### src/rtl/boot_loader_pkg.sv
// Shared constants and types for the serial boot loader.
// Holds the frame magic, the count width and the loader state type.
package boot_loader_pkg;

   localparam logic [7:0] BOOT_MAGIC = 8'hA5;
   localparam int         CNT_W      = 16;

   typedef enum logic [2:0] {
      IDLE,
      LEN0,
      LEN1,
      DATA,
      CSUM,
      RUN,
      ERR
   } state_t;

   function automatic logic is_magic(input logic [7:0] b);
      return b == BOOT_MAGIC;
   endfunction

endpackage

### src/rtl/boot_word_asm.sv
// Boot loader word assembler: byte shifter, byte index and XOR checksum.
// Bytes arrive LSB first; clr restarts all three at frame start.
module boot_word_asm
   import boot_loader_pkg::*;
#(
   parameter int DWIDTH = 16
) (
   input  logic              clk,
   input  logic              reset,
   input  logic              clr,
   input  logic              shift,
   input  logic [7:0]        din,
   output logic [DWIDTH-1:0] word_nxt,
   output logic              last,
   output logic [7:0]        csum
);

   localparam int BPW = DWIDTH / 8;
   localparam int IW  = (BPW > 1) ? $clog2(BPW) : 1;

   logic [DWIDTH-1:0] word_q;
   logic [IW-1:0]     idx_q;
   logic [7:0]        csum_q;

   // New byte enters at the top so the first byte ends up in the LSBs.
   generate
      if (BPW == 1) begin : g_one
         assign word_nxt = din;
      end else begin : g_many
         assign word_nxt = {din, word_q[DWIDTH-1:8]};
      end
   endgenerate

   assign last = (idx_q == IW'(BPW - 1));
   assign csum = csum_q;

   // Shift register, byte index and running checksum.
   always_ff @(posedge clk or posedge reset) begin
      if (reset) begin
         word_q <= '0;
         idx_q  <= '0;
         csum_q <= '0;
      end else if (clr) begin
         word_q <= '0;
         idx_q  <= '0;
         csum_q <= '0;
      end else if (shift) begin
         word_q <= word_nxt;
         idx_q  <= last ? '0 : idx_q + 1'b1;
         csum_q <= csum_q ^ din;
      end
   end

endmodule

### src/rtl/boot_loader_ctrl.sv
// Serial boot sequencer: loads a framed image and releases the CPU.
// BOOT_RELOAD_EN lets a magic byte in RUN restart loading.
module boot_loader_ctrl
   import boot_loader_pkg::*;
#(
   parameter int LOG2ABITS = 13,
   parameter int DWIDTH    = 16
) (
   input  logic                 clk,
   input  logic                 reset,
   input  logic                 rx_valid,
   input  logic [7:0]           rx_data,
   output logic                 rx_ready,
   output logic                 cpu_reset,
   output logic                 mem_wr,
   output logic [LOG2ABITS-1:0] mem_addr,
   output logic [DWIDTH-1:0]    mem_dout,
   output logic                 busy,
   output logic                 err
);

   state_t               state_q;
   state_t               state_d;
   logic [7:0]           cnt_lo_q;
   logic [CNT_W-1:0]     cnt_q;
   logic [CNT_W-1:0]     n_in;
   logic [LOG2ABITS-1:0] addr_q;
   logic                 accept;
   logic                 magic;
   logic                 clr;
   logic                 shift;
   logic                 wr_d;
   logic                 last;
   logic                 last_word;
   logic                 too_big;
   logic [DWIDTH-1:0]    word_nxt;
   logic [7:0]           csum;

   boot_word_asm #(
      .DWIDTH (DWIDTH)
   ) u_asm (
      .clk      (clk),
      .reset    (reset),
      .clr      (clr),
      .shift    (shift),
      .din      (rx_data),
      .word_nxt (word_nxt),
      .last     (last),
      .csum     (csum)
   );

   // The only stall is the write cycle, so ready is the inverse of the strobe.
   assign rx_ready  = ~mem_wr;
   assign accept    = rx_valid & rx_ready;
   assign magic     = is_magic(rx_data);
   assign n_in      = {rx_data, cnt_lo_q};
   assign too_big   = 32'(n_in) > (32'd1 << LOG2ABITS);
   assign last_word = 32'(addr_q) == (32'(cnt_q) - 32'd1);

   assign cpu_reset = (state_q != RUN);
   assign err       = (state_q == ERR);
   assign busy      = (state_q == LEN0) || (state_q == LEN1) ||
                      (state_q == DATA) || (state_q == CSUM);

   // State register.
   always_ff @(posedge clk or posedge reset) begin
      if (reset) state_q <= IDLE;
      else       state_q <= state_d;
   end

   // Next state and per-byte control.
   always_comb begin
      state_d = state_q;
      clr     = 1'b0;
      shift   = 1'b0;
      wr_d    = 1'b0;
      unique case (state_q)
         IDLE: begin
            if (accept && magic) begin
               state_d = LEN0;
               clr     = 1'b1;
            end
         end
         LEN0: begin
            if (accept) state_d = LEN1;
         end
         LEN1: begin
            if (accept) begin
               if (n_in == '0)   state_d = CSUM;
               else if (too_big) state_d = ERR;
               else              state_d = DATA;
            end
         end
         DATA: begin
            if (accept) begin
               shift = 1'b1;
               if (last) begin
                  wr_d = 1'b1;
                  if (last_word) state_d = CSUM;
               end
            end
         end
         CSUM: begin
            if (accept) state_d = (rx_data == csum) ? RUN : ERR;
         end
         RUN: begin
`ifdef BOOT_RELOAD_EN
            if (accept && magic) begin
               state_d = LEN0;
               clr     = 1'b1;
            end
`else
            state_d = RUN;
`endif
         end
         ERR: begin
            if (accept && magic) begin
               state_d = LEN0;
               clr     = 1'b1;
            end
         end
         default: state_d = IDLE;
      endcase
   end

   // Count capture, address counter and registered write port.
   always_ff @(posedge clk or posedge reset) begin
      if (reset) begin
         cnt_lo_q <= '0;
         cnt_q    <= '0;
         addr_q   <= '0;
         mem_wr   <= 1'b0;
         mem_addr <= '0;
         mem_dout <= '0;
      end else begin
         mem_wr <= wr_d;
         if (state_q == LEN0 && accept) cnt_lo_q <= rx_data;
         if (state_q == LEN1 && accept) cnt_q    <= n_in;
         if (clr) begin
            addr_q <= '0;
         end else if (wr_d) begin
            addr_q <= addr_q + 1'b1;
         end
         if (wr_d) begin
            mem_addr <= addr_q;
            mem_dout <= word_nxt;
         end
      end
   end

endmodule

### config.mk
export PLATFORM = sky130hd
export DESIGN_NAME = boot_loader_ctrl
export DESIGN_NICKNAME = d
export VERILOG_FILES = /design/src/rtl/boot_loader_pkg.sv /design/src/rtl/boot_word_asm.sv /design/src/rtl/boot_loader_ctrl.sv
export SDC_FILE = /design/constraint.sdc
export NUM_CORES = 1
export LEC_CHECK = 0
export ABC_AREA = 1
export CELL_PAD_IN_SITES_DETAIL_PLACEMENT = 1
export CELL_PAD_IN_SITES_GLOBAL_PLACEMENT = 2
export CORE_ASPECT_RATIO = 0.5
export CORE_MARGIN = 2
export CORE_UTILIZATION = 31
export CTS_BUF_LIST = sky130_fd_sc_hd__clkbuf_4
export DETAILED_ROUTE_END_ITERATION = 6
export PLACE_DENSITY_LB_ADDON = 0.12
export SLEW_MARGIN = 40
export SYNTH_ARGS = -nofsm -noshare
export SYNTH_HDL_FRONTEND = slang
export SYNTH_SLANG_ARGS = --single-unit
### constraint.sdc
create_clock -name clk -period 2.9 [get_ports clk]
set_input_delay 0.58 -clock clk [delete_from_list [all_inputs] [get_ports clk]]
set_output_delay 0.58 -clock clk [all_outputs]
set_load 0.005 [all_outputs]
==> results.tsv, run 1 <==
metric	value	unit
crit path max fanout	7	
layout cell share with drive strength beyond 1	5.83	%
postcts setup bufs	0	
f_max	0.371	GHz
Cell Chain, Critical Path	inv_1 > nor3_1 > inv_1 > clkdlybuf4s50_1	
Ant. Diodes	0	
initial antenna violation count	0	
Top cell by count, worst path	inv_1	
CTS tree	yes	
crit path time final	2.70	ns
die height	88.0	um
Residual DRC	0	
total power	5020	uW
I/O pin total	45	
total grt overflow	0	
CTS Sinks	87	
RSZ-0062 raised after global routing	no	
Worst Setup End Kind	output pin	
Worst Path Class, Setup	flop to output pin	
Final TNS setup	0	ns
total core area	0.0137	mm^2
routed vias/inst	4.65	
Worst EP arrival	2.12	ns
Starting Density	32.0	%
WP data required	2.32	ns
leakage power	0.00258	uW
H-tree depth	3	
number of cells produced by synthesis	562	
commonest non-fill, non-tap cell in the layout	nand2_1	
Post-DP Area	0.00507	mm^2
first-pass GRT wire length	20.7	mm
Fin Clk Skew	0.0220	ns
most frequent cells in the layout	155 x nand2_1, 87 x dfrtp_1, 79 x inv_1, 61 x o21ai_0, 54 x nor2_1	
Tot GR Track Use	17.9	%
setup slack, reg-to-reg	0.44	ns
TritonCTS Buffers	9	
Setup-failing EPs final	0	
Synthesis Warnings	0	
DP Wirelength	9.37	mm
Port Buffer Count	44	
clock slew at reported path FFs	0.17	ns
relative slew slack	61.9	%
Iter 0 DRT Violations	178	
worst setup margin	0.204	ns
outcome	complete, no violations	
Final Hold Fails	0	
register area share after synthesis	49.8	%
synthesis-to-layout area growth	19.1	%
critical path's largest stage delay	0.54	ns
nets	625	
CTS root buf	clkbuf_4	
total wire length	12.2	mm
fin area	0.00521	mm^2
Total Die Area	0.0151	mm^2
Max Cap Viol	0	
CP Launch Type	flop	
ANT nets after route	0	
DRT Pass-1 Iters	5	
clock latency on the worst-skew pair	0.46	ns
PD cells	964	mW/mm^2
vias in the first global route	3961	
Synth Cell Area	0.00437	mm^2
DR vias	3762	
routed len/inst	15.1	um
Site Rows	30	
Avg Inst Size Synth	7.78	um^2
GPL Wtd Cong	0.785	
CP delay by family, top	buffers and inverters	
pre-CTS WS	0.312	ns
deepest clock path buffer count	2	
worst slew pin tran	0.571	ns
Die Wd	172	um
CP max stage cell	dfrtp_1	
Slew Viols, Final	0	
CP Buf/Inv Count	3	
synthesis-stage register bit count	87	
Unique masters post-synth	29	
largest net degree at the start of global routing	61	
hold crit path type	input port to async pin	
Max VDD drop	0.325	mV
Mapped Nets	575	
ratio of final minimum period to clock period	93.0	%
[metal layers]
metal / up-vias / share of wire, % / GRT usage, %
met1: 1823 / 55 / 26.0
met2: 45 / 42 / 27.7
li1: 1884 / - / -
met5: - / 0 / 0
met4: 0 / 0.78 / 3.67
met3: 10 / 2.4 / 3.93
[logic make-up (layout without fill, tap and decap cells)]
group | Yosys count | in the layout | share of synthesized area, %
AND/OR/NAND/NOR | 274 | 274 | 27.3
buffers and inverters | 92 | 147 | 7.95
AO/OA/AOI/OAI | 89 | 89 | 10.8
flip-flops | 87 | 87 | 49.8
XOR/XNOR | 18 | 18 | 3.60
adder cells (fa/ha/maj) | 2 | 2 | 0.572
[state kept, by name, indices dropped and copies added (netlist names), 3 cells and up]
register      flops
u_asm.csum        8
mem_dout         16
cnt_q            16
cnt_lo_q          8
addr_q           13
u_asm.word_q      8
state_q           3
mem_addr         13
[through the flow]
step	hold slack [ns]	instances	util, %
global route	0.468	809	38.1
detailed placement	0.472	793	37.1
finish	0.455	809	38.1
global placement	0.467	793	37.1
CTS	0.439	809	38.1
floorplan	0.453	562	-
[worst paths after layout]
kind                        startpoint          end  depth (start not counted)
max reg2reg                   cnt_q[0]   state_q[2]                         13
max in group asynchronous        reset   addr_q[11]                          3
min                              reset  mem_dout[3]                          2
min in group clk           mem_addr[7]  mem_addr[7]                          2
min reg2reg                mem_addr[7]  mem_addr[7]                          2
max                         state_q[2]    cpu_reset                          4
[power breakdown]
part / internal, uW / leakage (uW) / switching, uW
registers: 1710 / 0.00108 / 464
logic: 957 / 0.00142 / 1220
clock network: 194 / 0.0000705 / 483
[cells in the mapped netlist (all sizes together)]
cell    number  area, um^2
nand2      158         606
dfrtp       87        2180
inv         81         307
o21ai       61         305
nor2        59         258
nand3       24         120
nor3        16        91.3
a21oi       14        70.1
clkbuf      11        41.3
xnor2        9        78.8
xor2         9        78.8
a22oi        7        52.6
nand4        7        50.1
nand3b       4        30.0
nor4         4        25.0
o22ai        4        25.0
a211oi       2        15.0
ha           2        25.0
a31oi        1        6.26
and2         1        6.26
or2          1        6.26
[area by class of cell]
cell class,instances,area (um^2)
Clock buffer,9,67.6
Clock inverter,7,63.8
Fill cell,1703,8450
Inverter,81,308
Multi-Input combinational cell,383,1850
Sequential cell,87,2180
Tap cell,192,240
Timing Repair Buffer,50,498
[what timing repair did]
item                                    4_1_cts  5_1_grt
endpoints found under the setup margin        0        1
endpoints found under the hold margin         0        0
hold buffers                                  0        0
resized for setup                             0        1
Note: power is estimated with default switching activity, not from simulation.
==> run 2: changes to the inputs <==
- GPL_TIMING_DRIVEN: unset -> 1
==> results of run 2 <==
Final layout, timing and power as in run 1 (identical DEF).
